[config.mk]
export PLATFORM = sky130hd
export DESIGN_NAME = serial_deserializer_flat
export DESIGN_NICKNAME = d
export VERILOG_FILES = /design/src/rtl/serial_deserializer_if.sv /design/src/rtl/serial_deserializer.sv /design/src/flat_wrapper.sv
export SDC_FILE = /design/constraint.sdc
export NUM_CORES = 1
export LEC_CHECK = 0
export CAP_MARGIN = 20
export CORE_UTILIZATION = 45
export CTS_CLUSTER_DIAMETER = 30
export DETAILED_ROUTE_END_ITERATION = 8
export PLACE_DENSITY_LB_ADDON = 0.12
export SKIP_CTS_REPAIR_TIMING = 1
export SYNTH_ARGS = -nofsm -noshare
export SYNTH_HDL_FRONTEND = slang
export SYNTH_SLANG_ARGS = --single-unit
[constraint.sdc]
create_clock -name clk -period 2.7 [get_ports clk]
set_clock_uncertainty 0.1 [all_clocks]
set_input_delay 0.27 -clock clk [delete_from_list [all_inputs] [get_ports clk]]
set_output_delay 0.27 -clock clk [all_outputs]
set_load 0.02 [all_outputs]
[src/rtl/serial_deserializer_if.sv]
// Serial input and buffered parallel output of the serial deserializer.
// The master drives the serial stream and consumes words; the slave is the deserializer.
interface serial_deserializer_if #(
  parameter int unsigned DATA_W = 8
);
  logic              in_bit;
  logic              in_valid;
  logic              in_sof;
  logic [DATA_W-1:0] out_data;
  logic              out_valid;
  logic              out_ready;
  logic              frame_err;
  logic              overflow;
  logic              clr_ovf;

  modport master (
    output in_bit, in_valid, in_sof, out_ready, clr_ovf,
    input  out_data, out_valid, frame_err, overflow
  );

  modport slave (
    input  in_bit, in_valid, in_sof, out_ready, clr_ovf,
    output out_data, out_valid, frame_err, overflow
  );
endinterface

[src/rtl/serial_deserializer.sv]
// Reassembles sof-aligned serial words into DATA_W-bit words.
// Completed words are buffered in a small FIFO with a valid/ready output.
module serial_deserializer #(
  parameter int unsigned DATA_W     = 8,
  parameter bit          MSB_FIRST  = 1'b1,
  parameter int unsigned FIFO_DEPTH = 4
) (
  input logic                  clk,
  input logic                  rst_n,
  serial_deserializer_if.slave bus
);

  localparam int unsigned AW  = $clog2(FIFO_DEPTH);
  localparam int unsigned OCW = AW + 1;
  localparam int unsigned CW  = $clog2(DATA_W + 1);

  typedef enum logic {
    HUNT,
    SHIFT
  } state_e;

  state_e            state_q, state_d;
  logic [CW-1:0]     cnt_q, cnt_d;
  logic [DATA_W-1:0] shreg_q, shreg_d;
  logic              ferr_q, ferr_d;
  logic              push;

  logic [DATA_W-1:0] mem_q [FIFO_DEPTH];
  logic [DATA_W-1:0] mem_d [FIFO_DEPTH];
  logic [AW-1:0]     wr_ptr_q, wr_ptr_d;
  logic [AW-1:0]     rd_ptr_q, rd_ptr_d;
  logic [OCW-1:0]    occ_q, occ_d;
  logic [DATA_W-1:0] last_q, last_d;
  logic              ovf_q, ovf_d;

  logic              pop;
  logic              full;
  logic              push_ok;
  logic              ovf_set;

  function automatic logic [DATA_W-1:0] insert_bit(input logic [DATA_W-1:0] base,
                                                   input logic              b);
    if (MSB_FIRST) begin
      return {base[DATA_W-2:0], b};
    end else begin
      return {b, base[DATA_W-1:1]};
    end
  endfunction

  // count==0 in SHIFT means a word just completed and the next must start with sof.
  always_comb begin
    state_d = state_q;
    cnt_d   = cnt_q;
    shreg_d = shreg_q;
    ferr_d  = 1'b0;
    push    = 1'b0;
    if (bus.in_valid) begin
      unique case (state_q)
        HUNT: begin
          if (bus.in_sof) begin
            shreg_d = insert_bit('0, bus.in_bit);
            cnt_d   = CW'(1);
            state_d = SHIFT;
          end
        end
        SHIFT: begin
          if (bus.in_sof) begin
            ferr_d  = (cnt_q != '0);
            shreg_d = insert_bit('0, bus.in_bit);
            cnt_d   = CW'(1);
          end else if (cnt_q == '0) begin
            state_d = HUNT;
          end else begin
            shreg_d = insert_bit(shreg_q, bus.in_bit);
            if (cnt_q == CW'(DATA_W - 1)) begin
              push  = 1'b1;
              cnt_d = '0;
            end else begin
              cnt_d = cnt_q + CW'(1);
            end
          end
        end
        default: state_d = HUNT;
      endcase
    end
  end

  // A push into a full FIFO survives only if the head leaves on the same edge.
  always_comb begin
    pop      = (occ_q != '0) && bus.out_ready;
    full     = (occ_q == OCW'(FIFO_DEPTH));
    push_ok  = push && (!full || pop);
    ovf_set  = push && full && !pop;
    mem_d    = mem_q;
    if (push_ok) begin
      mem_d[wr_ptr_q] = shreg_d;
    end
    wr_ptr_d = wr_ptr_q + AW'(push_ok);
    rd_ptr_d = rd_ptr_q + AW'(pop);
    occ_d    = occ_q + OCW'(push_ok) - OCW'(pop);
    last_d   = pop ? mem_q[rd_ptr_q] : last_q;
    ovf_d    = ovf_set | (ovf_q & ~bus.clr_ovf);
  end

  always_ff @(posedge clk or negedge rst_n) begin
    if (!rst_n) begin
      state_q  <= HUNT;
      cnt_q    <= '0;
      shreg_q  <= '0;
      ferr_q   <= 1'b0;
      wr_ptr_q <= '0;
      rd_ptr_q <= '0;
      occ_q    <= '0;
      last_q   <= '0;
      ovf_q    <= 1'b0;
      for (int unsigned i = 0; i < FIFO_DEPTH; i++) begin
        mem_q[i] <= '0;
      end
    end else begin
      state_q  <= state_d;
      cnt_q    <= cnt_d;
      shreg_q  <= shreg_d;
      ferr_q   <= ferr_d;
      wr_ptr_q <= wr_ptr_d;
      rd_ptr_q <= rd_ptr_d;
      occ_q    <= occ_d;
      last_q   <= last_d;
      ovf_q    <= ovf_d;
      for (int unsigned i = 0; i < FIFO_DEPTH; i++) begin
        mem_q[i] <= mem_d[i];
      end
    end
  end

  // When empty, out_data shows the most recently popped word.
  assign bus.out_data  = (occ_q != '0) ? mem_q[rd_ptr_q] : last_q;
  assign bus.out_valid = (occ_q != '0);
  assign bus.frame_err = ferr_q;
  assign bus.overflow  = ovf_q;

endmodule

[src/flat_wrapper.sv]
// flat-port wrapper written by rule: the top's interface ports become plain ports
module serial_deserializer_flat 
#(
  parameter int unsigned DATA_W     = 8,
  parameter bit          MSB_FIRST  = 1'b1,
  parameter int unsigned FIFO_DEPTH = 4
)
  (clk, rst_n, bus_in_bit, bus_in_valid, bus_in_sof, bus_out_ready, bus_clr_ovf, bus_out_data, bus_out_valid, bus_frame_err, bus_overflow);
  serial_deserializer_if #(.DATA_W(DATA_W)) bus_i ();
  input logic clk;
  input logic rst_n;
  input wire logic [$bits(bus_i.in_bit)-1:0] bus_in_bit;
  input wire logic [$bits(bus_i.in_valid)-1:0] bus_in_valid;
  input wire logic [$bits(bus_i.in_sof)-1:0] bus_in_sof;
  input wire logic [$bits(bus_i.out_ready)-1:0] bus_out_ready;
  input wire logic [$bits(bus_i.clr_ovf)-1:0] bus_clr_ovf;
  output wire logic [$bits(bus_i.out_data)-1:0] bus_out_data;
  output wire logic [$bits(bus_i.out_valid)-1:0] bus_out_valid;
  output wire logic [$bits(bus_i.frame_err)-1:0] bus_frame_err;
  output wire logic [$bits(bus_i.overflow)-1:0] bus_overflow;
  assign bus_i.in_bit = bus_in_bit;
  assign bus_i.in_valid = bus_in_valid;
  assign bus_i.in_sof = bus_in_sof;
  assign bus_i.out_ready = bus_out_ready;
  assign bus_i.clr_ovf = bus_clr_ovf;
  assign bus_out_data = bus_i.out_data;
  assign bus_out_valid = bus_i.out_valid;
  assign bus_frame_err = bus_i.frame_err;
  assign bus_overflow = bus_i.overflow;
  serial_deserializer #(.DATA_W(DATA_W), .MSB_FIRST(MSB_FIRST), .FIFO_DEPTH(FIFO_DEPTH)) u_core (.clk(clk), .rst_n(rst_n), .bus(bus_i));
endmodule
# --- Word level (Yosys, flattened, before mapping) ---
# Index checks and enable logic that the tools add are counted.
op_classes:
  addsub: 5
  magnitude_cmp: 3
  n_eq_ne: 4
  muxes: 29
  bitwise: 6
  n_reduce_logical: 12
op_table:
  columns: ["operator", "n"]
  rows:
  - ["two-way mux 8 bit", 8]
  - ["bitwise mux 32 bit", 1]
  - ["binary-select mux 8 bit (select 2 bit)", 1]
  - ["demux 8 bit (select 2 bit)", 1]
  - ["two-way mux 4 bit", 4]
  - ["one-hot mux 8 bit (2 select lines)", 1]
  - ["two-way mux 1 bit", 11]
  - ["one-hot mux 4 bit (2 select lines)", 1]
  - [">= comparator 3 bit, second input constant", 2]
  - ["NOT 2 -> 3 bit", 2]
  - ["logical AND 1 bit", 5]
  - ["adder 2 x 1 -> 2 bit", 2]
  - ["adder 4 x 1 -> 4 bit, second input constant", 1]
  - ["== test 4 x 3 -> 1 bit, second input constant", 1]
  - ["logical NOT 4 bit", 1]
  - ["nonzero test 4 bit", 1]
  - ["adder 3 x 1 -> 3 bit", 1]
  - ["== test 3 bit, second input constant", 1]
  - ["less-than comparator 3 x 1 -> 1 bit, second input constant", 1]
  - ["inequality test 3 bit, second input constant", 1]
  - ["AND reduction 3 bit", 1]
  - ["nonzero test 3 bit", 1]
  - ["subtractor 3 x 1 -> 3 bit", 1]
  - ["logical NOT 1 bit", 2]
  - ["6 further kinds", 7]
totals:
  reg_bits: 62
  output_inout_bits: 11

# --- Depth between registers and ports, before layout ---
logic_depth:
  word_depth: 9
  mapped_depth: 10
  ltp_nobuf: 9

# --- Least setup slack after synthesis ---
# Ideal clock, no wire load.
synth_path:
  kind: "reg-to-reg"
  start: "reg u_core.occ_q[0]"
  end: "reg u_core.occ_q[2]"
  setup_time_ns: 0.123
  t_arrival_ns: 2.432
  t_required_ns: 2.477
  path_slack_ns: 0.046
  stages_incl_launch_ff: 11
  synth_period_minus_slack_ns: 2.654
  path_cell_list: "dfrtp_1 > or3_1 > clkbuf_1 > nand2_1 > inv_1 > ha_1 > inv_1 > ha_1 > inv_1 > fa_1 > xnor2_1"
synth_between:
  elab_chain_len: 6
  word_cells_on_any_way: 8
  classes_between: "2 x add/sub; 1 x eq/ne; 5 x reduce/logical"
synth_rtl:
  columns: ["item", "line_no", "text"]
  rows:
  - ["start, declared", "serial_deserializer.sv:32", "logic [OCW-1:0] occ_q, occ_d;"]
  - ["start signal, assigned", "serial_deserializer.sv:113", "occ_q <= '0;"]
  - ["start signal, assigned", "serial_deserializer.sv:126", "occ_q <= occ_d;"]
  - ["nonzero test 3 bit (*)", null, null]
  - ["via bus_out_valid", "flat_wrapper.sv:18", "output wire logic [$bits(bus_i.out_valid)-1:0] bus_out_valid;"]
  - ["logical AND 1 bit (*)", "serial_deserializer.sv:90", "pop = (occ_q != '0) && bus.out_ready;"]
  - ["via u_core.pop", "serial_deserializer.sv:36", "logic pop;"]
  - ["logical OR 1 bit", "serial_deserializer.sv:92", "push_ok = push && (!full || pop);"]
  - ["logical AND 1 bit", "serial_deserializer.sv:92", null]
  - ["adder 3 x 1 -> 3 bit", "serial_deserializer.sv:100", "occ_d = occ_q + OCW'(push_ok) - OCW'(pop);"]
  - ["subtractor 3 x 1 -> 3 bit (*)", "serial_deserializer.sv:100", null]
  - ["via u_core.occ_d[2]", "serial_deserializer.sv:32", null]
# The timed path passes the listed nets; every way through them passes the cells marked *.
# A chain may end at the register's enable or synchronous reset.

# --- Worst setup path in the final report ---
layout_path:
  start: "reg u_core.rd_ptr_q[0]"
  end: "out bus_out_data[4]"
layout_between:
  elab_chain_len: 5
layout_rtl:
  columns: ["item", "line_no", "text"]
  rows:
  - ["start, declared", "serial_deserializer.sv:31", "logic [AW-1:0] rd_ptr_q, rd_ptr_d;"]
  - ["start signal, assigned", "serial_deserializer.sv:125", "rd_ptr_q <= rd_ptr_d;"]
  - ["NOT 2 -> 3 bit (not written as such)", "serial_deserializer.sv:136", "assign bus.out_data = (occ_q != '0) ? mem_q[rd_ptr_q] : last_q;"]
  - ["binary-select mux 8 bit (select 2 bit)", "serial_deserializer.sv:136", null]
  - ["two-way mux 8 bit (not written as such) (2 in a row)", "serial_deserializer.sv:136", null]
  - ["two-way mux 8 bit", "serial_deserializer.sv:136", null]
  - ["end, declared", "flat_wrapper.sv:17", "output wire logic [$bits(bus_i.out_data)-1:0] bus_out_data;"]
# No other way between the ends. The select of a mux whose other input is x is not followed.

==> impl_metrics.py <==
metrics = {
    "finish": {
        "multiInputGateArea_sq_um": 1237,
        "fin_area_sq_um": 3388,
        "area_delta_synth_final_pct": 17.64,
        "diodes": 0,
        "fin_nets": 241,
        "nFillCells": 491,
        "layout.cells.non_filler": 306,
        "seqCellArea_sq_um": 1551,
        "drive_above_1_share_pct": 38.96,
        "final_core_util_pct": 55.90,
    },
    "placement": {
        "dp_hpwl_mm": 3.621,
        "postPlaceCellArea_sq_um": 3211,
        "gp_congestion": 0.7505,
        "place_inst": 290,
        "pre_cts_ws_ns": 0.07203,
        "portBuffers": 17,
    },
    "synth": {
        "yosysWarnings": 0,
        "syn_area_sq_um": 2880,
        "synth_top_area_share_pct": 53.87,
        "syn_area_per_cell_sq_um": 15.08,
        "async_flop_share_pct": 100.0,
        "ys.flop_type": "dfrtp_1",
        "yosysMostFrequentCell": "dfrtp_1",
        "synth-seq-cells": 62,
        "ys_types": 36,
        "synth_area_leaders": "dfrtp_1 54%, mux2_2 13%, mux2_4 8.3%",
        "synth_largest_area_cell": "dfrtp_1",
        "syn_nets": 205,
        "synth_common_cells": "62 x dfrtp_1, 32 x mux2_2, 16 x mux2_4",
        "netlist_instances": 191,
        "yosysSeqAreaShare_pct": 53.87,
        "synth_enable_flop_cells": 0,
    },
    "routing": {
        "drt_pre_antenna_iters": 4,
        "vias": 1640,
        "ant_nets": 0,
        "wl_per_cell_microns": 17.20,
        "avgViaCountPerCell": 5.359,
        "drc_errors": 0,
        "wirelength_mm": 5.262,
        "drt_iter0_drc": 120,
    },
    "clocking": {
        "clock_latency_ns": 0.33,
        "cts_buffers": 9,
        "cts_root_buf": "clkbuf_8",
        "cts_tree": "done",
        "h-tree-depth": 3,
        "cts.path.max_buffers": 2,
        "clkTransAtPathRegs_ns": 0.06,
        "cts.sinks": 62,
    },
    "sta": {
        "slew_headroom_pct": 41.40,
        "min_period_ns": 2.547,
        "tns_ns": 0,
        "final_max_slew_viol_count": 0,
        "fin_ws_ns": 0.1532,
        "setup_viol": 0,
        "finalHoldViolations": 0,
        "tightest_slew_ns": 0.8722,
        "grt_setup_unrepaired": "false",
        "fin_crit_sh_pct": 94.33,
        "max_clock_freq_ghz": 0.3926,
    },
    "pwr": {
        "internal_power_mw": 1.607,
        "ir_drop_mv": 0.4778,
        "pwr-share-clk_pct": 31.2,
        "p_sw_mw": 0.6475,
        "leakage_nw": 1.667,
        "comb_power_share_pct": 20.7,
        "power.density_nw_per_um2": 665.5,
        "power_frac_seq_pct": 48.0,
        "power_switching_share_pct": 28.72,
    },
    "min_path": {
        "hold_class": "input pin to async pin",
    },
    "global_route": {
        "overflow": 0,
        "grt_pass1_vias": 1688,
        "grt_use_met2_pct": 30.00,
        "use_met1_pct": 22.93,
        "grt_use_total_pct": 18.26,
        "grt_max_degree": 63,
        "grt_pass1_wl_mm": 8.680,
        "antenna_found_initial": 0,
        "grt_busiest_layer": "met2",
        "gr-usage-met3_pct": 6.333,
    },
    "floorplan": {
        "rows": 28,
        "die_h_microns": 82.01,
        "die_w_microns": 82.01,
        "die_area_sq_um": 6725,
        "coreArea_sq_um": 6061,
        "io_pins": 18,
        "start_util_pct": 47.52,
    },
    "worst_setup_path": {
        "required_ns": 2.33,
        "path_buf_inv": 2,
        "critPathTopFamily": "multiplexers",
        "crit_path_end_kind": "output port",
        "crit_chain": "buf_4, mux4_2, mux2_2, clkdlybuf4s50_1",
        "slowest_stage": "clkdlybuf4s50_1",
        "cp_max_fo": 5,
        "critPathMaxStageDelay_ns": 0.53,
        "cp.arrival_ns": 2.18,
        "worstSetupPathType": "flip-flop to output port",
        "crit_path_start_kind": "flip-flop",
    },
    "outcome": {
        "run_status": "completed",
    },
    "flow_run": {
        "maxCapViolCount": 0,
    },
}
## metrics by stage
step / total power, mW / hold WS [ns]
finish: 2.255 / 0.3802
CTS: 2.295 / -0.1541
global placement: 1.552 / 0.1981
floorplan: 1.390 / -0.1256
detailed placement: 1.582 / 0.2073
global route: 2.389 / 0.4119
## worst min-delay path, delay by kind of cell
| kind | cells | cell delay (ns) |
|---|---|---|
| buffers and inverters | 3 | 0.93 |
## power groups by stage
stage	registers (mW)	clock network, mW	logic, mW
floorplan	1.06	0	0.331
global placement	1.10	0	0.453
detailed placement	1.10	0	0.481
CTS	1.08	0.729	0.482
global route	1.09	0.774	0.521
finish	1.08	0.704	0.468
## layout by cell type, fill, tap and decap left out, drive strengths merged, types with 2 or more instances in the layout
cell type      instances
o21ai                  3
clkbuf                14
nor3b                  2
or4b                   3
buf                   15
mux2                  48
nor2                   3
mux4                   8
a22o                   8
ha                     6
clkdlybuf4s50         16
nor3                   4
dfrtp                 62
nand2                  6
xor2                   2
nor4b                  2
o31ai                  2
xnor2                  2
inv                   12
## layer usage
| layer | vias to the layer above | wire [microns] |
|---|---|---|
| met3 | 4 | 177 |
| met2 | 30 | 2604 |
| met4 | 0 | 27 |
| met1 | 846 | 2453 |
| met5 | - | 0 |
| li1 | 760 | - |
## cell type report
| cell class | instances | area share, % |
|---|---|---|
| Clock buffer | 14 | 4.801 |
| Clock inverter | 1 | 0.1477 |
| Inverter | 12 | 1.329 |
| Multi-Input combinational cell | 110 | 36.52 |
| Sequential cell | 62 | 45.79 |
| Tap cell | 75 | 2.770 |
| Timing Repair Buffer | 32 | 8.641 |
## final timing paths
kind                                               from                           end  slack, ns  depth (start not counted)
max in group asynchronous                         rst_n  u_core.last_q[4]$_DFFE_PN0P_       1.83                          3
min                                               rst_n  u_core.last_q[2]$_DFFE_PN0P_       0.38                          3
min reg2reg                 u_core.shreg_q[0]$_DFF_PN0_   u_core.shreg_q[0]$_DFF_PN0_       0.40                          1
max                        u_core.rd_ptr_q[0]$_DFF_PN0_               bus_out_data[4]       0.15                          4
max reg2reg                 u_core.cnt_q[1]$_DFFE_PN0P_  u_core.mem_q[20]$_DFFE_PN0P_       0.31                          5
min in group clk            u_core.shreg_q[0]$_DFF_PN0_   u_core.shreg_q[0]$_DFF_PN0_       0.40                          1
## logic make-up (layout without fill, tap and decap cells)
logic type	Yosys count	in the layout	share of synthesized area, %
DFF	62	62	53.87
muxes	56	56	27.11
and+or+nand+nor	25	25	6.690
buffers and inverters	19	59	3.171
AOI/OAI and AO/OA	18	18	4.648
adders and majority gates	7	7	3.301
xor gates and xnor gates	4	4	1.217
## sequential cells by signal, summed over array words and instances (netlist names)
signal                count
u_core.occ_q              3
u_core.mem_q             32
u_core.state_q            1
u_core.bus.frame_err      1
u_core.shreg_q            8
u_core.last_q             8
u_core.wr_ptr_q           2
u_core.cnt_q              4
u_core.rd_ptr_q           2
u_core.bus.overflow       1
No activity file was read; power rests on OpenSTA's default activity.
